$ cat src/rtl/stage_sequencer.sv
// -----------------------------------------------------------------------------
// stage_sequencer
//
// Purpose:
//   Multi-cycle stage controller for the non-pipelined core. Each instruction
//   walks IF -> IF_ID -> ID -> ID_EX -> EX_MEM -> [MEM] -> MEM_WB -> WB -> WB_IF.
//   The controller drives one-hot write enables for the pipeline registers, the
//   data RAM and the register file. It also provides:
//     - minimum IF/MEM dwell times combined with memory ready handshakes;
//     - MEM skip for non-memory instructions;
//     - halt/resume;
//     - a single-step pause;
//     - a retired-instruction counter.
//
// Ports:
//   clk, reset_n      clock, synchronous active-low reset
//   imem_ready        instruction memory data valid (gates leaving IF)
//   dmem_ready        data memory access complete (gates leaving MEM)
//   mem_op            instruction uses MEM; sampled in EX_MEM
//   halt_req          stop after current instruction; sampled in WB_IF
//   resume            leave HALT
//   step_en           single-step mode; sampled in WB_IF, falling exits PAUSE
//   step_go           run one instruction from PAUSE
//   *_wren            pipeline register / RAM / regfile write enables
//   stage_reset_n     active-low reset to the stage registers (low in INIT)
//   stage             current state encoding
//   halted, paused    state is HALT / PAUSE
//   instr_count       retired instructions, wraps modulo 2^ICNT_W
// -----------------------------------------------------------------------------
module stage_sequencer #(
    parameter int IF_CYCLES  = 1,
    parameter int MEM_CYCLES = 1,
    parameter int CNT_W      = 4,
    parameter int ICNT_W     = 32
) (
    input  logic              clk,
    input  logic              reset_n,
    input  logic              imem_ready,
    input  logic              dmem_ready,
    input  logic              mem_op,
    input  logic              halt_req,
    input  logic              resume,
    input  logic              step_en,
    input  logic              step_go,
    output logic              pc_wren,
    output logic              wb_if_wren,
    output logic              if_id_wren,
    output logic              id_ex_wren,
    output logic              ex_mem_wren,
    output logic              mem_wb_wren,
    output logic              ram_wren,
    output logic              reg_wren,
    output logic              stage_reset_n,
    output logic [3:0]        stage,
    output logic              halted,
    output logic              paused,
    output logic [ICNT_W-1:0] instr_count
);

    localparam logic [3:0] S_INIT   = 4'd0;
    localparam logic [3:0] S_IF     = 4'd1;
    localparam logic [3:0] S_IF_ID  = 4'd2;
    localparam logic [3:0] S_ID     = 4'd3;
    localparam logic [3:0] S_ID_EX  = 4'd4;
    localparam logic [3:0] S_EX_MEM = 4'd5;
    localparam logic [3:0] S_MEM    = 4'd6;
    localparam logic [3:0] S_MEM_WB = 4'd7;
    localparam logic [3:0] S_WB     = 4'd8;
    localparam logic [3:0] S_WB_IF  = 4'd9;
    localparam logic [3:0] S_PAUSE  = 4'd10;
    localparam logic [3:0] S_HALT   = 4'd11;

    localparam logic [CNT_W-1:0]  CNT_MAX  = {CNT_W{1'b1}};
    localparam logic [CNT_W-1:0]  CNT_ONE  = {{(CNT_W-1){1'b0}}, 1'b1};
    localparam logic [ICNT_W-1:0] ICNT_ONE = {{(ICNT_W-1){1'b0}}, 1'b1};
    // Last wait_cnt value before a dwell is satisfied (count starts at 0).
    localparam logic [CNT_W-1:0]  IF_LAST  = CNT_W'(IF_CYCLES - 1);
    localparam logic [CNT_W-1:0]  MEM_LAST = CNT_W'(MEM_CYCLES - 1);

    logic [3:0]        state_q, state_d;
    logic [CNT_W-1:0]  wait_cnt_q, wait_cnt_d;
    logic [ICNT_W-1:0] icnt_q, icnt_d;

    always_comb begin
        state_d = state_q;
        case (state_q)
            S_INIT:   state_d = S_IF;
            S_IF:     if (wait_cnt_q >= IF_LAST && imem_ready) state_d = S_IF_ID;
            S_IF_ID:  state_d = S_ID;
            S_ID:     state_d = S_ID_EX;
            S_ID_EX:  state_d = S_EX_MEM;
            S_EX_MEM: state_d = mem_op ? S_MEM : S_MEM_WB;
            S_MEM:    if (wait_cnt_q >= MEM_LAST && dmem_ready) state_d = S_MEM_WB;
            S_MEM_WB: state_d = S_WB;
            S_WB:     state_d = S_WB_IF;
            // halt_req outranks step_en when both are seen at the boundary.
            S_WB_IF: begin
                if (halt_req)     state_d = S_HALT;
                else if (step_en) state_d = S_PAUSE;
                else              state_d = S_IF;
            end
            // Dropping step_en while paused releases the core like step_go.
            S_PAUSE:  if (step_go || !step_en) state_d = S_IF;
            S_HALT:   if (resume) state_d = S_IF;
            default:  state_d = S_INIT;
        endcase
    end

    // Dwell counter restarts on every transition and saturates so a long
    // memory stall cannot wrap it back below the threshold.
    always_comb begin
        wait_cnt_d = wait_cnt_q;
        if (state_d != state_q) begin
            wait_cnt_d = '0;
        end else if ((state_q == S_IF || state_q == S_MEM) && wait_cnt_q != CNT_MAX) begin
            wait_cnt_d = wait_cnt_q + CNT_ONE;
        end
    end

    always_comb begin
        icnt_d = icnt_q;
        if (state_q == S_WB_IF) icnt_d = icnt_q + ICNT_ONE;
    end

    always_ff @(posedge clk) begin
        if (!reset_n) begin
            state_q    <= S_INIT;
            wait_cnt_q <= '0;
            icnt_q     <= '0;
        end else begin
            state_q    <= state_d;
            wait_cnt_q <= wait_cnt_d;
            icnt_q     <= icnt_d;
        end
    end

    // Moore decode: everything below depends on registers only.
    always_comb begin
        pc_wren       = 1'b0;
        wb_if_wren    = 1'b0;
        if_id_wren    = 1'b0;
        id_ex_wren    = 1'b0;
        ex_mem_wren   = 1'b0;
        mem_wb_wren   = 1'b0;
        ram_wren      = 1'b0;
        reg_wren      = 1'b0;
        stage_reset_n = (state_q != S_INIT);
        case (state_q)
            S_IF_ID:  if_id_wren  = 1'b1;
            S_ID_EX:  id_ex_wren  = 1'b1;
            S_EX_MEM: ex_mem_wren = 1'b1;
            // Single write strobe on MEM entry, even if MEM is extended.
            S_MEM:    ram_wren    = (wait_cnt_q == '0);
            S_MEM_WB: mem_wb_wren = 1'b1;
            S_WB:     reg_wren    = 1'b1;
            S_WB_IF: begin
                wb_if_wren = 1'b1;
                pc_wren    = 1'b1;
            end
            default: ;
        endcase
    end

    assign stage       = state_q;
    assign halted      = (state_q == S_HALT);
    assign paused      = (state_q == S_PAUSE);
    assign instr_count = icnt_q;

endmodule

$ cat config.mk
export PLATFORM = sky130hd
export DESIGN_NAME = stage_sequencer
export DESIGN_NICKNAME = d
export VERILOG_FILES = /design/src/rtl/stage_sequencer.sv
export SDC_FILE = /design/constraint.sdc
export NUM_CORES = 1
export LEC_CHECK = 0
export BUFFER_PORTS_ARGS = -buffer_cell sky130_fd_sc_hd__buf_2
export CAP_MARGIN = 20
export CORE_MARGIN = 8
export CORE_UTILIZATION = 56
export CTS_CLUSTER_SIZE = 14
export DETAILED_ROUTE_END_ITERATION = 10
export HOLD_SLACK_MARGIN = 0.1
export PLACE_DENSITY = 0.94
export REMOVE_ABC_BUFFERS = 1
export SYNTH_ARGS = -nofsm -noshare
export SYNTH_HDL_FRONTEND = slang
export SYNTH_SLANG_ARGS = --single-unit
$ cat constraint.sdc
create_clock -name clk -period 2.75 [get_ports clk]
set_input_delay 0.55 -clock clk [delete_from_list [all_inputs] [get_ports clk]]
set_output_delay 0.55 -clock clk [all_outputs]
set_load 0.005 [all_outputs]
-- After elaboration in Yosys (flattened, before gate mapping)
Index checks and enable logic that the tools add are counted.
- add/sub/neg operators: 2
- order comparisons: 1
- eq/ne operators: 13
- multiplexer cells: 15
- bitwise operators: 1
- reductions and logical operators: 10
- operators by type and width (kind ; count):
    $pmux W4 S12 ; 1
    $add A32 B1 Y32 const B ; 1
    $mux W4 ; 6
    $eq A4 B3 Y1 const B ; 4
    $eq A4 B4 Y1 const B ; 4
    $eq A4 B2 Y1 const B ; 2
    $logic_not A4 Y1 ; 2
    $mux W1 ; 8
    $add A4 B1 Y4 const B ; 1
    $eq A4 B1 Y1 const B ; 1
    $ge A4 B1 Y1 const B ; 1
    $ne A4 B4 Y1 ; 1
    $ne A4 B4 Y1 const B ; 1
    $reduce_bool A4 Y1 ; 1
    $logic_and A1 B1 Y1 ; 3
    $logic_or A1 B1 Y1 ; 2
    $reduce_or A2 Y1 ; 1
    $logic_not A1 Y1 ; 1
    $not A1 Y1 ; 1
- flip-flop bits (word level): 40
- input bits: 9
- output and inout port bits: 47

-- Depth between registers and ports, before layout
- depth in word-level cells: 6
- mapped depth: 8
- mapped depth without buffers: 6

-- Worst setup path before layout
No wires, ideal clock.
- path type: flip-flop to flip-flop
- start point: register state_q[2] (netlist: stage[2])
- end point: register icnt_q[27] (netlist: instr_count[27])
- arrival: 1.827 ns
- path slack: 0.853 ns
- stages on the path, launching flop included: 8
- period minus slack after synthesis: 1.897 ns
- cell sequence: dfxtp_1 buf_2 and4bb_1 buf_6 nand4_4 or4_4 or3_1 a21oi_1
- word-level cells in the longest chain between the ends: 1
- ends and longest elaborated chain (element ; line ; text):
    start, declared ; 80 ; logic [3:0] state_q, state_d;
    start signal, assigned ; 131 ; state_q <= state_d;
    $eq A4 B4 Y1 ; 122 ; if (state_q == S_WB_IF) icnt_d = icnt_q + ICNT_ONE;
    end signal, assigned ; 133 ; icnt_q <= icnt_d;
    end, declared ; 82 ; logic [ICNT_W-1:0] icnt_q, icnt_d;
No other way between the ends.
A chain may end at the register's enable or synchronous reset.

-- Worst setup path after layout
Ends and elaborated chain as after synthesis.

==> metrics.cfg <==
[cells_and_area]
finalNetCount = 332
layout-drive-gt1-share = 0.231
layout_common_cells = 55 x buf_2, 40 x dfxtp_1, 36 x nor2_1
area_growth_pct = 19.3
finalInstanceArea_mm2 = 0.00256
mostFrequentLayoutCell = buf_2
diodes = 0
stdcell_count = 369

[logic_synthesis]
syn_inst = 268
synth-simple-area-share = 0.332
syn_avg_cell_area_um2 = 8.03
synthDistinctLibCells = 40
ys_seq_elements = 40
synthArstFlopShare = 0
synth_edf_count = 0
ys_seq_area_frac = 0.372
synthAdderAreaFrac = 0.0175
synth_ff_type = dfxtp_1
synth_top_family_by_area = simple AND/OR/NAND/NOR gates
yosys_warnings = 0
synthXorXnorAreaFrac = 0.114
syn_area_mm2 = 0.00215
synth_compound_area_frac = 0.0721
synth_mux_area_frac = 0.0279

[clock_network]
root_buffer = clkbuf_8
cts_resized = 0
cts_setup_buffers = 0
h-tree-depth = 2
cts_tree = yes
numCtsBuffers = 5
ctsLongestPathBuffers = 2
clk_pin_slew_worst_paths_ns = 0.07
worstSkewPairLatency_ns = 0.29
cts.sinks = 40
hold_buffers = 0

[power]
power_frac_comb = 0.084
power_density_mw_per_mm2 = 447
intPower_w = 0.000893
switching_share = 0.222
sequentialPowerShare = 0.512
p_leak_nw = 1.06
clockPowerShare = 0.404
switchingPower_w = 0.000254
vdd_ir_drop_max_uv = 328

[timing]
setup_tns_ns = 0
finalCritPeriodShare = 0.799
drv_slew = 0
fin_skew_ns = 0.00599
rsz0062_at_grt = no
max_freq_mhz = 455
slew_headroom = 0.635
tightest_slew_ns = 0.542
setup_viol = 0
min_period_ns = 2.20
hold_viol_final = 0

[routing]
drt_iter0_drc = 158
dr.pass1.iters = 4
wire_per_inst_um = 14.1
ant_nets = 0
drc = 0
num_vias = 2046
vias_per_cell = 5.54
wl_um = 5200

[worst_hold_path]
min_path_type = register to register

[floorplanning]
die_h_um = 78.0
ios = 56
chipWidth_um = 78.0
start_util = 0.583
core_mm2 = 0.00369
floorplan.die_area_mm2 = 0.00608
fp-row-count = 22

[global_routing]
grt_max_degree = 20
first_global_vias = 1941
antenna_found_initial = 0
grt_pass1_wl_um = 8680
grtUsageTotal = 0.172
globalRoute.totalOverflow = 0

[placed_design]
placed_cell_area_mm2 = 0.00246
place.gp.congestion = 0.894
dp_cells = 361
place_hpwl_um = 3970
numPortBuffers = 55

[critical_path]
cpPeakStageDelay_ns = 0.51
path_delay_family = simple AND/OR/NAND/NOR gates
critPathMaxFanout = 14
end_kind = register
crit_arrival_ns = 2.42
critPathKind = register to register
critPathLaunchType = register
path_cells = and4bb_1, buf_4, nand4_4, or4_4, or3_1, a21oi_1
slowest_stage = or4_4
worst-path-buf-inv = 1
required_ns = 2.98

[outcome]
status = finished clean

[run]
drv_cap = 0

## through the flow
| stage | power [W] | worst slack [ns] | util | hold slack, ns |
|---|---|---|---|---|
| after detailed placement | 0.000697 | 0.616 | 0.666 | 0.489 |
| final | 0.00115 | 0.554 | 0.695 | 0.501 |
| after CTS | 0.00116 | 0.566 | 0.695 | 0.500 |
| after global routing | 0.00119 | 0.457 | 0.695 | 0.532 |
| after global placement | 0.000696 | 0.661 | 0.666 | 0.467 |
| after floorplan | 0.000660 | 0.514 | - | 0.459 |
## Yosys cell counts (2+ instances only)
cell | instances | area (µm²)
and2_1 | 3 | 18.8
xor2_1 | 8 | 70.1
o32ai_1 | 2 | 17.5
nand3b_1 | 2 | 15.0
nand3_1 | 10 | 50.1
o21a_1 | 2 | 15.0
nor2_1 | 36 | 135
xnor2_1 | 20 | 175
o21ai_0 | 6 | 30.0
nand4_1 | 4 | 25.0
inv_1 | 13 | 48.8
mux2i_1 | 6 | 60.1
nor2b_1 | 2 | 12.5
ha_1 | 3 | 37.5
a21oi_1 | 10 | 50.1
clkbuf_1 | 13 | 48.8
nand2_1 | 21 | 78.8
nor3_1 | 19 | 95.1
buf_6 | 2 | 22.5
dfxtp_1 | 40 | 801
or3_1 | 6 | 37.5
nor4_1 | 11 | 68.8
and4_1 | 5 | 43.8
nand2b_1 | 8 | 50.1
## area by class of cell
cell class / instances / area (µm²)
clock buffer: 6 / 72.6
clock inverter: 2 / 35.0
fill: 304 / 1120
inverter: 13 / 48.8
multi-input combinational: 197 / 1210
sequential: 40 / 801
tap: 48 / 60.1
timing repair buffer: 63 / 335
## worst paths after layout
path / start / endpoint / slack [ns] / cells after the start
min: instr_count[30] / instr_count[30] / 0.50 / 2
max reg2reg: stage[2] / instr_count[27] / 0.55 / 6
min reg2reg: instr_count[30] / instr_count[30] / 0.50 / 2
max: stage[2] / instr_count[27] / 0.55 / 6
## cells by family after synthesis
family / count (synthesis)
AO/OA/AOI/OAI: 25
XOR/XNOR: 28
adder cells (fa/ha/maj): 3
buffers and inverters: 31
flip-flops: 40
multiplexers: 6
AND/OR/NAND/NOR: 135
## state kept, by name, indices dropped and copies added (netlist names)
name,count
stage,4
instr_count,32
wait_cnt_q,4
## metal layers
| metal | routed length [µm] | share of wire | track usage | up-vias |
|---|---|---|---|---|
| li1 | - | - | - | 1024 |
| met1 | 2140 | 0.41 | 0.188 | 949 |
| met2 | 2590 | 0.50 | 0.294 | 63 |
| met3 | 360 | 0.069 | 0.0576 | 10 |
| met4 | 105 | 0.020 | 0.0778 | 0 |
| met5 | 0 | 0 | 0 | - |
## worst register-to-register path, cell delays in order (launching register included)
cell and delay [ns]:
dfxtp_1 0.42, and4bb_1 0.32, buf_4 0.18, nand4_4 0.21, or4_4 0.51, or3_1 0.35
a21oi_1 0.14
## power by group through the flow
stage	sequential (W)	clock [W]	combinational, W
after floorplan	0.000610	0	0.0000508
after global placement	0.000601	0	0.0000949
after detailed placement	0.000601	0	0.0000960
after CTS	0.000587	0.000472	0.0000964
after global routing	0.000588	0.000491	0.000107
final	0.000587	0.000463	0.0000966
Power figures use the tool's default switching activity.
